File: config.mk
export PLATFORM = sky130hd
export DESIGN_NAME = wptr_full_ctrl_flat
export DESIGN_NICKNAME = d
export VERILOG_FILES = /design/src/rtl/afifo_pkg.sv /design/src/rtl/wptr_full_ctrl_if.sv /design/src/rtl/wptr_full_ctrl_gray2bin_dec.sv /design/src/rtl/wptr_full_ctrl.sv /design/src/flat_wrapper.sv
export SDC_FILE = /design/constraint.sdc
export NUM_CORES = 1
export LEC_CHECK = 0
export ABC_AREA = 1
export BUFFER_PORTS_ARGS = -buffer_cell sky130_fd_sc_hd__buf_2
export CAP_MARGIN = 40
export CORE_AREA = 2 2 43 45
export CTS_BUF_LIST = sky130_fd_sc_hd__clkbuf_8
export CTS_CLUSTER_DIAMETER = 200
export DETAILED_ROUTE_END_ITERATION = 12
export DIE_AREA = 0 0 45 47
export PLACE_DENSITY = 0.84
export SLEW_MARGIN = 0
export SYNTH_ARGS = -nofsm -noshare
export SYNTH_HDL_FRONTEND = slang
export SYNTH_HIERARCHICAL = 1
export SYNTH_SLANG_ARGS = --single-unit
File: constraint.sdc
create_clock -name clk -period 6 [get_ports clk]
set_input_delay 0.3 -clock clk [delete_from_list [all_inputs] [get_ports clk]]
set_output_delay 0.3 -clock clk [all_outputs]
set_load 0.01 [all_outputs]
File: src/rtl/afifo_pkg.sv
// Shared async-FIFO helpers, used by both the write-side and read-side
// pointer controllers.
//   ptr_w(aw)       : pointer width for a given address width (aw+1; the
//                     extra MSB tells full apart from empty)
//   bin2gray(b)     : binary -> reflected Gray
//   gray2bin(g, w)  : Gray -> binary over the low w bits of g
// Both conversions work on a wide container type; callers zero-extend
// into ptr_t and truncate the result back to their own pointer width.
package afifo_pkg;

  localparam int MAX_PTR_W = 32;
  typedef logic [MAX_PTR_W-1:0] ptr_t;

  function automatic int ptr_w(input int aw);
    return aw + 1;
  endfunction

  function automatic ptr_t bin2gray(input ptr_t b);
    return b ^ (b >> 1);
  endfunction

  // Bit i of the binary value is the XOR of Gray bits i..w-1. Bits at or
  // above w are masked first so stray upper bits cannot leak in.
  function automatic ptr_t gray2bin(input ptr_t g, input int w);
    ptr_t gm;
    ptr_t b;
    gm = g & ((ptr_t'(1) << w) - ptr_t'(1));
    b  = '0;
    for (int i = 0; i < MAX_PTR_W; i++)
      b[i] = ^(gm >> i);
    return b;
  endfunction

endpackage

File: src/rtl/wptr_full_ctrl_if.sv
// Write-side FIFO control bundle.
//   master : the write client plus the read->write synchronizer output
//            (drives w_en, rptr_sync, ovf_clr)
//   slave  : wptr_full_ctrl (drives address, Gray pointer and flags)
interface wptr_full_ctrl_if #(
  parameter int ADDR_WIDTH = 3
);
  localparam int PTR_W = ADDR_WIDTH + 1;

  logic                  w_en;
  logic [PTR_W-1:0]      rptr_sync;
  logic                  ovf_clr;
  logic [ADDR_WIDTH-1:0] waddr;
  logic [PTR_W-1:0]      wptr;
  logic                  wr_ack;
  logic                  full;
  logic                  almost_full;
  logic [PTR_W-1:0]      wcount;
  logic                  overflow;

  modport master (
    output w_en, rptr_sync, ovf_clr,
    input  waddr, wptr, wr_ack, full, almost_full, wcount, overflow
  );

  modport slave (
    input  w_en, rptr_sync, ovf_clr,
    output waddr, wptr, wr_ack, full, almost_full, wcount, overflow
  );

endinterface

File: src/rtl/wptr_full_ctrl_gray2bin_dec.sv
// gray2bin_dec: combinational Gray -> binary decoder.
//   gray : W-bit Gray code in
//   bin  : W-bit binary out
// Used on the synchronized read pointer here; the read-side controller
// instantiates the same block on the synchronized write pointer.
module gray2bin_dec
  import afifo_pkg::*;
#(
  parameter int W = 4
) (
  input  logic [W-1:0] gray,
  output logic [W-1:0] bin
);

  assign bin = W'(gray2bin(ptr_t'(gray), W));

endmodule

File: src/rtl/wptr_full_ctrl.sv
// wptr_full_ctrl: write-domain pointer and full-flag controller for the
// asynchronous FIFO.
//   clk, rst_n       : write clock, async active-low reset
//   bus.w_en         : write request (accepted only when not full)
//   bus.rptr_sync    : Gray read pointer, already synchronized into clk
//   bus.ovf_clr      : clears the sticky overflow flag
//   bus.waddr        : memory write address (binary pointer LSBs)
//   bus.wptr         : registered Gray write pointer to the read side
//   bus.wr_ack       : a write was accepted on the previous edge
//   bus.full         : registered full flag
//   bus.almost_full  : registered, fill >= AFULL_THRESH
//   bus.wcount       : registered fill level 0..2^ADDR_WIDTH
//   bus.overflow     : sticky, a write was attempted while full
// Flags are pessimistic: rptr_sync lags the real read pointer, so full
// may linger after space frees up but never drops while truly full.
module wptr_full_ctrl
  import afifo_pkg::*;
#(
  parameter int ADDR_WIDTH   = 3,
  parameter int AFULL_THRESH = 6
) (
  input  logic              clk,
  input  logic              rst_n,
  wptr_full_ctrl_if.slave   bus
);

  localparam int PTR_W = ptr_w(ADDR_WIDTH);

  // Full when the write pointer equals the read pointer with its top two
  // Gray bits inverted: one full lap ahead in Gray space.
  localparam logic [PTR_W-1:0] FULL_MASK = PTR_W'(3) << (PTR_W - 2);
  localparam logic [PTR_W-1:0] AF_LVL    = PTR_W'(AFULL_THRESH);

  logic [PTR_W-1:0] b_wptr;
  logic [PTR_W-1:0] wptr_q;
  logic             full_q;
  logic             afull_q;
  logic [PTR_W-1:0] cnt_q;
  logic             ack_q;
  logic             ovf_q;

  logic             accept;
  logic [PTR_W-1:0] b_next;
  logic [PTR_W-1:0] g_next;
  logic [PTR_W-1:0] rbin;
  logic [PTR_W-1:0] cnt_next;
  logic             full_next;

  gray2bin_dec #(.W(PTR_W)) u_rdec (
    .gray (bus.rptr_sync),
    .bin  (rbin)
  );

  assign accept    = bus.w_en & ~full_q;
  assign b_next    = b_wptr + {{(PTR_W-1){1'b0}}, accept};
  assign g_next    = PTR_W'(bin2gray(ptr_t'(b_next)));
  assign full_next = (g_next == (bus.rptr_sync ^ FULL_MASK));
  // Modular subtraction gives the fill level directly, lap bit included.
  assign cnt_next  = b_next - rbin;

  always_ff @(posedge clk or negedge rst_n) begin
    if (!rst_n) begin
      b_wptr  <= '0;
      wptr_q  <= '0;
      full_q  <= 1'b0;
      afull_q <= 1'b0;
      cnt_q   <= '0;
      ack_q   <= 1'b0;
      ovf_q   <= 1'b0;
    end else begin
      b_wptr  <= b_next;
      wptr_q  <= g_next;
      full_q  <= full_next;
      afull_q <= (cnt_next >= AF_LVL);
      cnt_q   <= cnt_next;
      ack_q   <= accept;
      // set beats clear when both land in the same cycle
      if (bus.w_en & full_q)
        ovf_q <= 1'b1;
      else if (bus.ovf_clr)
        ovf_q <= 1'b0;
    end
  end

  // wptr leaves straight from its flop: it crosses clock domains.
  assign bus.wptr        = wptr_q;
  assign bus.waddr       = b_wptr[ADDR_WIDTH-1:0];
  assign bus.wr_ack      = ack_q;
  assign bus.full        = full_q;
  assign bus.almost_full = afull_q;
  assign bus.wcount      = cnt_q;
  assign bus.overflow    = ovf_q;

endmodule

File: src/flat_wrapper.sv
// flat-port wrapper written by rule: the top's interface ports become plain ports
module wptr_full_ctrl_flat import afifo_pkg::*;
#(
  parameter int ADDR_WIDTH   = 3,
  parameter int AFULL_THRESH = 6
)
  (clk, rst_n, bus_w_en, bus_rptr_sync, bus_ovf_clr, bus_waddr, bus_wptr, bus_wr_ack, bus_full, bus_almost_full, bus_wcount, bus_overflow);
  wptr_full_ctrl_if #(.ADDR_WIDTH(ADDR_WIDTH)) bus_i ();
  input  logic clk;
  input  logic rst_n;
  input wire logic [$bits(bus_i.w_en)-1:0] bus_w_en;
  input wire logic [$bits(bus_i.rptr_sync)-1:0] bus_rptr_sync;
  input wire logic [$bits(bus_i.ovf_clr)-1:0] bus_ovf_clr;
  output wire logic [$bits(bus_i.waddr)-1:0] bus_waddr;
  output wire logic [$bits(bus_i.wptr)-1:0] bus_wptr;
  output wire logic [$bits(bus_i.wr_ack)-1:0] bus_wr_ack;
  output wire logic [$bits(bus_i.full)-1:0] bus_full;
  output wire logic [$bits(bus_i.almost_full)-1:0] bus_almost_full;
  output wire logic [$bits(bus_i.wcount)-1:0] bus_wcount;
  output wire logic [$bits(bus_i.overflow)-1:0] bus_overflow;
  assign bus_i.w_en = bus_w_en;
  assign bus_i.rptr_sync = bus_rptr_sync;
  assign bus_i.ovf_clr = bus_ovf_clr;
  assign bus_waddr = bus_i.waddr;
  assign bus_wptr = bus_i.wptr;
  assign bus_wr_ack = bus_i.wr_ack;
  assign bus_full = bus_i.full;
  assign bus_almost_full = bus_i.almost_full;
  assign bus_wcount = bus_i.wcount;
  assign bus_overflow = bus_i.overflow;
  wptr_full_ctrl #(.ADDR_WIDTH(ADDR_WIDTH), .AFULL_THRESH(AFULL_THRESH)) u_core (.clk(clk), .rst_n(rst_n), .bus(bus_i));
endmodule
== Yosys cells after proc, flatten, opt, wreduce, memory -nomap -nowiden ==
Index checks and enable logic that the tools add are counted.

* Flip-flop bits (word level): 16
* Output and inout port bits: 15
* Word-level logic and storage cells: 23

* Add/subtract/negate cells: 2
* Order comparisons: 1
* Equality and inequality tests: 1
* Mux-type cells: 2
* Bitwise logic cells: 5
* Reductions and logical operators: 5

{| class="wikitable"
|+ Operators by type and width
! kind !! number
|-
| 32-bit parity || 4
|-
| 4-bit by 1-bit adder with 4-bit output || 1
|-
| 4-bit equality test || 1
|-
| 4-bit by 3-bit greater-or-equal comparator with 1-bit output (second input constant) || 1
|-
| 4-bit subtractor || 1
|-
| 4-bit by 3-bit bitwise XOR with 4-bit output || 1
|-
| 1-bit bitwise AND || 2
|-
| 1-bit two-way mux || 2
|-
| 2-bit inverter || 1
|-
| 2-bit nonzero test || 1
|-
| 1-bit inverter || 1
|}

== Logic depth before layout (Yosys ltp) ==
Gate-level depths: netlist of run 1.

* Depth after elaboration: 5
* Gate-level depth with buffers: 13
* Gate-level depth less buffers: 13

== By module ==
The synthesis of run 1 kept the hierarchy.

{| class="wikitable"
|+ By module, submodules not included
! module !! times used !! cells an instance !! area an instance (um2) !! sequential area each (um2)
|-
| wptr_full_ctrl || 1 || 92 || 773.2 || 375.4
|-
| gray2bin_dec || 1 || 21 || 90.1 || 0.0
|}

== Least setup slack after synthesis of run 1 ==
OpenSTA, ideal clock, no wires.

* Kind: register to register
* From: reg u_core.full_q, in the netlist u_core/bus.full
* To: reg u_core.afull_q, in the netlist u_core/bus.almost_full
* Library setup time: 0.125 ns
* Arrival time: 1.823 ns
* Setup slack: 4.051 ns
* Cell stages (with the launch flop): 11
* Buffers on the path: 0
* Period minus slack after synthesis: 1.949 ns
* Cells stage by stage: dfrtp_1 -> nor2_1 -> ha_1 -> ha_1 -> ha_1 -> inv_1 -> nor2_1 -> o21ai_0 -> nand2_1 -> nand3_1 -> nand3_1

* Cells in the longest elaborated chain, start to end: 5

{| class="wikitable"
|+ Ends and longest elaborated chain
! item !! RTL line !! source
|-
| start: declaration || wptr_full_ctrl.sv:36 || <nowiki>logic full_q;</nowiki>
|-
| start signal: assignment || wptr_full_ctrl.sv:73 || <nowiki>full_q <= full_next;</nowiki>
|-
| 1-bit inverter || wptr_full_ctrl.sv:54 || <nowiki>assign accept = bus.w_en & ~full_q;</nowiki>
|-
| 1-bit bitwise AND || wptr_full_ctrl.sv:54 ||
|-
| net u_core.accept || wptr_full_ctrl.sv:42 || <nowiki>logic accept;</nowiki>
|-
| 4-bit by 1-bit adder with 4-bit output || wptr_full_ctrl.sv:55 || <nowiki>assign b_next = b_wptr + {{(PTR_W-1){1'b0}}, accept};</nowiki>
|-
| net u_core.b_next[1] || wptr_full_ctrl.sv:43 || <nowiki>logic [PTR_W-1:0] b_next;</nowiki>
|-
| 4-bit subtractor || wptr_full_ctrl.sv:59 || <nowiki>assign cnt_next = b_next - rbin;</nowiki>
|-
| 4-bit by 3-bit greater-or-equal comparator with 1-bit output || wptr_full_ctrl.sv:74 || <nowiki>afull_q <= (cnt_next >= AF_LVL);</nowiki>
|-
| end signal: assignment || wptr_full_ctrl.sv:74 ||
|-
| end: declaration || wptr_full_ctrl.sv:37 || <nowiki>logic afull_q;</nowiki>
|}

The timed path passes the listed nets, and every way through them passes these cells.
A chain may end at the register's enable or synchronous reset.

== Worst setup path after layout of run 1 ==
Ends and elaborated chain as after synthesis.

==> results of run 1 <==
-- cell families (layout without fill, tap and decap cells) --
| group | after synthesis | count (layout) | share of synthesized area |
|---|---|---|---|
| buffers and inverters | 25 | 51 | 0.114 |
| adder cells (fa/ha/maj) | 6 | 6 | 0.0957 |
| XOR/XNOR | 2 | 2 | 0.0203 |
| AND/OR/NAND/NOR | 63 | 63 | 0.323 |
| flip-flops | 15 | 15 | 0.435 |
| AO/OA/AOI/OAI | 2 | 2 | 0.0116 |
-- power by group --
group	leakage (nW)	internal [mW]	switching (mW)
Clock	0.0255	0.0459	0.0334
Sequential	0.179	0.153	0.0257
Combinational	0.430	0.124	0.213
Total	0.634	0.322	0.272
-- synth_stat cells, drive strengths merged --
master / count
xnor2: 2
buf: 1
fa: 1
ha: 5
nand3: 11
nand2: 45
nand4: 3
clkinv: 1
o21ai: 2
inv: 23
nor2: 3
dfrtp: 15
nand3b: 1
-- metrics by stage --
step	area, sq um	util	power (mW)	hold WS (ns)	std cells
detailed placement	987	0.598	0.512	0.220	151
floorplan	863	-	0.407	0.00441	113
global route	1040	0.632	0.655	0.251	156
global placement	987	0.598	0.492	0.210	151
finish	1040	0.632	0.595	0.251	156
CTS	1040	0.632	0.597	0.250	156
-- cell usage in the layout (no fill, tap or decap) --
| cell | n |
|---|---|
| dfrtp_1 | 15 |
| clkbuf_8 | 3 |
| xnor2_1 | 2 |
| dlygate4sd3_1 | 1 |
| ha_1 | 5 |
| fa_1 | 1 |
| o21ai_0 | 2 |
| nor2_1 | 3 |
| nand3_2 | 1 |
| nand3_1 | 10 |
| nand3b_1 | 1 |
| nand2_2 | 5 |
| nand2_1 | 40 |
| buf_2 | 22 |
| nand4_1 | 3 |
| inv_1 | 23 |
| clkinv_2 | 2 |
-- critical path: cells and delay by family (launching register included) --
kind	cells	cell delay (ns)
buf+inv	1	0.08
fa+ha+maj	3	0.85
compound gates	1	0.25
simple gates	5	0.49
flops	1	0.39
-- metal layers --
layer	vias to the layer above	share of wire
met4	0	0.026
li1	395	-
met3	8	0.049
met5	-	0
met2	32	0.52
met1	363	0.40
-- flip-flops by register name, summed over array words and instances, names as in the netlist --
signal                  cells
u_core/b_wptr               4
u_core/bus.wcount           4
u_core/bus.wptr             3
u_core/bus.almost_full      1
u_core/bus.full             1
u_core/bus.overflow         1
u_core/bus.wr_ack           1
-- worst paths after layout --
path	endpoint	cells past startpoint	from
min in group asynchronous	u_core/bus.wptr[1]	2	rst_n
min reg2reg	u_core/bus.wr_ack	1	u_core/bus.full
min	u_core/bus.overflow	2	bus_ovf_clr
max in group asynchronous	u_core/b_wptr[3]	2	rst_n
max reg2reg	u_core/bus.almost_full	10	u_core/bus.full
max	u_core/bus.almost_full	10	u_core/bus.full
-- final cells by class --
| class | instances | share of cell area |
|---|---|---|
| multi-input cells | 73 | 0.373 |
| well taps | 17 | 0.0204 |
| inverters | 24 | 0.0875 |
| repair buffers | 23 | 0.115 |
| clock inverters | 1 | 0.00480 |
| clock buffers | 3 | 0.0396 |
| flip-flops and latches | 15 | 0.360 |
-- what timing repair did --
action | CTS | global route
endpoints found under the setup margin | 0 | 0
endpoints found under the hold margin | 15 | 0
hold buffers | 1 | 0
==> reports/metrics.csv, run 1 <==
metric,value,unit
outcome,finished clean,
critPathLaunchType,flop,
finalHoldViolCount,0,
top_usage_layer,met2,
setup-tns-final,0,ns
worstHoldPathType,in -> reg,
synth_top_area_cell,dfrtp_1,
clockBufferDepth,2,
place.gp.congestion,0.824,
final-seq-area,375,sq um
clk_latency,0.24,ns
path_cells,nor2_1 > ha_1 > ha_1 > ha_1 > inv_1 > nor2_1 > o21ai_0 > nand2_1 > nand3_1 > nand3_1,
first_global_vias,697,
relSlewSlack,0.781,
die_w,45,microns
clk_pin_slew_worst_paths,0.06,ns
cellPowerDensity,570,nW/um^2
slew_violations,0,
ant_nets,0,
vias_per_cell,5.12,
critPathMaxStageDelay,0.39,ns
grt.met3_usage,0.0308,
core.rowCount,15,
core_area,1650,sq um
cts_resized,0,
htree_levels,1,
syn_inst,113,
multi_input_area,389,sq um
drc,0,
initial_core_util,0.523,
p_leak,0.634,nW
fin_nets,154,
dr.pass1.iters,4,
dieArea,2120,sq um
worst_pin_slew,0.328,ns
crit_top_cell,ha_1,
tritoncts,yes,
synth_warnings,6,
grt_overflow,0,
required,6.13,ns
ys_ff_latch,15,
drt_wl_total,1740,microns
grt_pass1_wl,2750,microns
antenna_cells,0,
route.vias.total,798,
finalSetupViolCount,0,
r2r_slack,3.82,ns
grtUsageMet2,0.331,
post-place-ws,3.84,ns
rsz0062_at_grt,false,
path_class,reg -> reg,
io_pins,23,
cts-buffers-inserted,3,
synthDistinctLibCells,15,
crit_path_top_delay_cell,dfrtp_1,
syn_nets,127,
crit_arrival,2.30,ns
skew,0.00108,ns
track_usage,0.185,
max_cap_violations,0,
ys_seq_area_frac,0.435,
fmax,459,MHz
post_drt_wl_per_cell,11.1,microns
final.fill_count,149,
io_buffers,22,
clock-sinks,15,
grt_max_degree,16,
fin_ws,3.82,ns
synthTopCellsByArea,"dfrtp_1 (43%), nand2_1 (17%), inv_1 (10%)",
postCtsSetupRepairBufs,0,
path_max_fanout,5,
area_growth,20.9,%
netlist_area,863,sq um
ir_drop,240,uV
syn_area_per_cell,7.64,sq um
endpoint_kind,flop,
antenna_found_initial,0,
gr-usage-met1,0.200,
root_buffer,clkbuf_8,
fin_crit_sh,0.363,
period_needed,2.18,ns
synth_top_area_share,0.435,
die_h,47,microns
hpwl,1380,microns
drive_above_1_share,0.237,
drt_iter0_markers,16,
Note: power is estimated with default switching activity, not from simulation.
==> run 2: changes to the inputs <==
- CORE_AREA: 2 2 43 45 -> 2 2 46 48
- DIE_AREA: 0 0 45 47 -> 0 0 48 50
- PLACE_DENSITY: 0.84 -> 0.77
- clock period: 6 -> 1.95 ns (I/O delays scaled with it)
==> run 2 against run 1 <==
Non-clock buffer count up 6; sequential power rose to 3.1 times the previous value; power rose to 3.4 times the previous value; clock power rose to 3.0 times the previous value; critical path type unchanged; largest cell class unchanged.
==> reports/metrics.csv, run 2 (synthesis results as in run 1) <==
metric,value,unit,change
outcome,finished clean,,
root_buffer,clkbuf_8,,
htree_levels,1,,unchanged
io_buffers,22,,unchanged
final-seq-area,375,sq um,unchanged
gr-usage-met1,0.185,,-0.0143
endpoint_kind,flop,,
required,2.08,ns,-4.05 ns
fin_crit_sh,0.934,,+0.571
antenna_cells,0,,unchanged
finalHoldViolCount,0,,unchanged
clockBufferDepth,2,,unchanged
dieArea,2400,sq um,+13%
grt_pass1_wl,2820,microns,+2.5%
grt_overflow,0,,unchanged
final.fill_count,166,,+11%
cellPowerDensity,1750,nW/um^2,+210%
io_pins,23,,unchanged
design_area,1150,sq um,+9.8%
grt_max_degree,16,,unchanged
antenna_found_initial,0,,unchanged
drc,0,,unchanged
period_needed,1.82,ns,-0.357 ns
drive_above_1_share,0.310,,+0.0729
drt_wl_total,1770,microns,+1.9%
initial_core_util,0.454,,-0.0688
final_cell_mix,"nand2_1 (40), inv_1 (24), buf_2 (22), dfrtp_1 (15), nand3_1 (9)",,
worstHoldPathType,in -> reg,,
post_drt_wl_per_cell,10.3,microns,-7.6%
final_common_cell,nand2_1,,
ant_nets,0,,unchanged
multi_input_area,435,sq um,+12%
cts-buffers-inserted,3,,unchanged
area_growth,32.8,%,
drt_iter0_markers,22,,+6
hpwl,1330,microns,-3.9%
ir_drop,613,uV,+160%
dr.pass1.iters,4,,unchanged
tritoncts,yes,,
crit_arrival,1.95,ns,-0.35 ns
die_h,50,microns,+6.4%
slew_violations,0,,unchanged
path_class,reg -> reg,,
relSlewSlack,0.778,,-0.00288
worst_pin_slew,0.333,ns,+0.00431 ns
fin_nets,160,,+3.9%
first_global_vias,707,,+1.4%
fin_hold_ws,0.0528,ns,-0.198 ns
skew,0.00140,ns,+0.000322 ns
track_usage,0.165,,-0.0203
p_leak,0.672,nW,+5.9%
die_w,48,microns,+6.7%
vias_per_cell,4.57,,-11%
clock-sinks,15,,unchanged
max_cap_violations,0,,unchanged
path_max_fanout,3,,-2
fmax,549,MHz,+20%
place.gp.congestion,0.748,,-9.3%
core.rowCount,16,,+1
core_area,1900,sq um,+15%
top_usage_layer,met2,,
grt.met3_usage,0.0220,,-0.00879
grtUsageMet2,0.287,,-0.0448
clk_latency,0.24,ns,about the same
rsz0062_at_grt,false,,
route.vias.total,786,,-1.5%
clk_pin_slew_worst_paths,0.06,ns,about the same
dpl_cell_area,1040,sq um,+5.1%
critPathLaunchType,flop,,
finalSetupViolCount,0,,unchanged
setup-tns-final,0,ns,unchanged
==> run 2: cell type report <==
class	count	area share
flip-flops and latches	15	0.328
multi-input cells	73	0.380
clock buffers	3	0.0360
clock inverters	1	0.00328
repair buffers	29	0.144
well taps	27	0.0295
inverters	24	0.0797
==> run 2: path summary, 6_finish.rpt <==
path | start | to | slack (ns) | cells past startpoint
hold reg to reg | u_core/bus.overflow | u_core/bus.overflow | 0.54 | 2
max in group asynchronous | rst_n | u_core/bus.wcount[2] | 1.40 | 2
min in group asynchronous | rst_n | u_core/bus.wptr[1] | 0.30 | 2
setup / recovery | u_core/bus.full | u_core/bus.almost_full | 0.13 | 8
setup reg to reg | u_core/bus.full | u_core/bus.almost_full | 0.13 | 8
hold / removal | bus_ovf_clr | u_core/bus.overflow | 0.05 | 2
==> run 2: power breakdown <==
| part | total [mW] | leakage, nW | internal, mW | switching, mW |
|---|---|---|---|---|
| combinational | 1.22 | 0.466 | 0.531 | 0.690 |
| clock | 0.239 | 0.0269 | 0.139 | 0.100 |
| sequential | 0.547 | 0.179 | 0.469 | 0.0785 |
| total | 2.01 | 0.672 | 1.14 | 0.869 |
==> run 2: what timing repair did <==
item / in CTS / in global routing
endpoints found under the hold margin: 15 / 0
gates cloned: 0 / 0
pin swaps: 0 / 4
gates resized for setup: 5 / 4
endpoints found under the setup margin: 2 / 2
hold buffers: 1 / 0
buffers inserted: 0 / 1
==> run 2: routing by layer <==
layer,wire length [microns],part of all wire
met2,944,0.53
met5,0,0
met4,12,0.0068
met1,725,0.41
met3,88,0.050
==> run 2: worst max-delay path, stage by stage (launching register included) <==
cell,delay [ns]
dfrtp_1,0.36
nor2_2,0.05
ha_2,0.33
inv_1,0.06
ha_1,0.22
fa_1,0.41
xnor2_2,0.15
nand2_1,0.06
nand3_1,0.07
==> run 2: per-stage QoR <==
stage / util / power [mW] / setup slack (ns) / instances
global route: 0.603 / 2.21 / 0.0209 / 172
CTS: 0.580 / 1.93 / 0.0229 / 171
finish: 0.603 / 2.01 / 0.130 / 172
global placement: 0.545 / 1.59 / 0.0501 / 166
detailed placement: 0.545 / 1.64 / -0.0309 / 166
floorplan: - / 1.25 / 0.00123 / 113
==> run 3: changes to the inputs <==
- CAP_MARGIN: 40 -> 20
- RECOVER_POWER: default -> 100
==> run 3 against run 2 <==
Die area stayed put; first-iteration DRC count is 50% lower; core utilization is 1.6 points lower; critical endpoint unchanged; flip-flop and latch count did not move; non-clock buffer count unchanged.
==> reports/metrics.csv, run 3 (synthesis results as in run 1) <==
metric,value,unit,change
outcome,finished clean,,
r2r_slack,0.13,ns,about the same
place.gp.congestion,0.748,,unchanged
worstHoldPathType,in -> reg,,
drt_iter0_markers,11,,-50%
antenna_cells,0,,unchanged
antenna_found_initial,0,,unchanged
fmax,549,MHz,-0.14%
whs_endpoint,u_core/bus.overflow,,
dieArea,2400,sq um,unchanged
crit_family,adder cells,,
critPathMaxStageDelay,0.41,ns,about the same
root_buffer,clkbuf_8,,
fin_nets,160,,unchanged
reg2reg_depth,7,,-1
finish.utilization,0.587,,-0.0158
post_drt_wl_per_cell,10.5,microns,+1.8%
p_int,1.09,mW,-4.1%
path_buf_inv,1,,unchanged
multi_input_area,425,sq um,-2.3%
drc,0,,unchanged
grt_max_degree,16,,unchanged
p_switching,872,uW,+0.44%
clock-sinks,15,,unchanged
io_buffers,22,,unchanged
power_frac_seq,0.282,,+0.009
period_needed,1.82,ns,+0.00254 ns
initial_core_util,0.454,,unchanged
crit_path_top_delay_cell,fa_1,,
io_pins,23,,unchanged
reg2reg_to,u_core/bus.almost_full,,
dr.pass1.iters,5,,+1
finalHoldViolCount,0,,unchanged
required,2.08,ns,about the same
vias_per_cell,4.69,,+2.5%
clk_pin_slew_worst_paths,0.06,ns,about the same
ant_nets,0,,unchanged
tritoncts,yes,,
ir_drop,601,uV,-1.9%
crit_arrival,1.95,ns,about the same
path_cells,ha_2 > inv_1 > ha_1 > fa_1 > xnor2_2 > nand2_1 > nand3_1,,
final-seq-area,375,sq um,unchanged
final_common_cell,nand2_1,,
rsz0062_at_grt,false,,
swShare,0.444,,+0.0114
route.vias.total,806,,+2.5%
final.fill_count,177,,+6.6%
first_global_vias,707,,unchanged
hold_start,bus_ovf_clr,,
clockBufferDepth,2,,unchanged
reg2reg_from,u_core/b_wptr[0],,
whs_path_depth,2,,unchanged
clk_latency,0.24,ns,about the same
skew,0.00284,ns,+0.00144 ns
power.total,1.96,mW,-2.1%
fin_hold_ws,0.0481,ns,-0.00469 ns
cts-buffers-inserted,3,,unchanged
design_area,1120,sq um,-2.6%
htree_levels,1,,unchanged
die_h,50,microns,unchanged
cellPowerDensity,1760,nW/um^2,+0.49%
drive_above_1_share,0.179,,-0.131
core.rowCount,16,,unchanged
p_clk_frac,0.123,,+0.004
max_cap_violations,0,,unchanged
track_usage,0.165,,unchanged
fin_crit_sh,0.935,,+0.00130
dpl_cell_area,1040,sq um,unchanged
critPathLaunchType,flop,,
core_area,1900,sq um,unchanged
die_w,48,microns,unchanged
grt_overflow,0,,unchanged
final_cell_mix,"nand2_1 (42), inv_1 (24), clkbuf_1 (16), dfrtp_1 (15), nand3_1 (10)",,
relSlewSlack,0.465,,-0.313
hpwl,1330,microns,unchanged
finalSetupViolCount,0,,unchanged
grt_pass1_wl,2820,microns,unchanged
drt_wl_total,1800,microns,+1.8%
area_growth,29.3,%,
slew_violations,0,,unchanged
worst_pin_slew,0.803,ns,+0.470 ns
path_max_fanout,3,,unchanged
p_leak,0.622,nW,-7.3%
p_comb_frac,0.596,,-0.012
path_class,reg -> reg,,
endpoint_kind,flop,,
-- run 3: changes by cell type in the layout (fill, tap and decap cells not counted), sizes merged --
cell    before  now
clkbuf       3   20
buf         28   11
-- run 3: layout make-up --
cell class	count	share of cell area
inverters	24	0.0818
repair buffers	29	0.130
clock buffers	3	0.0370
flip-flops and latches	15	0.336
multi-input cells	73	0.381
well taps	27	0.0303
clock inverters	1	0.00336
-- run 3: layer usage --
layer  share of wire  track usage
met1            0.41        0.185
met2            0.52        0.287
met3           0.057       0.0220
met4           0.011       0.0811
met5               0            0
-- run 3: power groups by stage --
stage / Combinational [mW] / Clock [mW] / Sequential, mW
after floorplan: 0.628 / 0 / 0.624
after global placement: 1.06 / 0 / 0.537
after detailed placement: 1.10 / 0 / 0.544
after CTS: 1.14 / 0.244 / 0.543
after global routing: 1.31 / 0.261 / 0.576
final: 1.17 / 0.241 / 0.554
-- run 3: how the worst max path moves through the flow --
stage / slack, ns / depth (start not counted) / endpoint / startpoint
after floorplan: 0.001 / 10 / u_core/bus.almost_full / u_core/bus.full
after global placement: 0.05 / 11 / u_core/bus.almost_full / u_core/bus.full
after detailed placement: -0.03 / 11 / u_core/bus.almost_full / u_core/bus.full
after CTS: 0.02 / 11 / u_core/bus.almost_full / u_core/bus.full
after global routing: 0.02 / 8 / u_core/bus.almost_full / u_core/bus.full
final: 0.13 / 7 / u_core/bus.almost_full / u_core/b_wptr[0]
-- run 3: what timing repair did --
action,CTS,global route
hold buffers,1,0
pin swaps,0,4
setup endpoints to repair,2,2
resized for setup,5,4
endpoints found under the hold margin,15,0
gates cloned,0,0
setup buffers,0,1
-- run 3: metrics by stage --
| stage | TNS, ns | setup slack, ns | instances |
|---|---|---|---|
| after global routing | 0 | 0.0229 | 172 |
| final | 0 | 0.127 | 172 |
| after detailed placement | -0.0404 | -0.0309 | 166 |
| after global placement | 0 | 0.0501 | 166 |
| after CTS | 0 | 0.0229 | 171 |
| after floorplan | 0 | 0.00123 | 113 |
-- run 3: worst reg2reg max path: stages, from the launching register on --
cell and delay [ns]:
dfrtp_1 0.39, ha_2 0.35, inv_1 0.06, ha_1 0.22, fa_1 0.41, xnor2_2 0.15
nand2_1 0.06, nand3_1 0.07
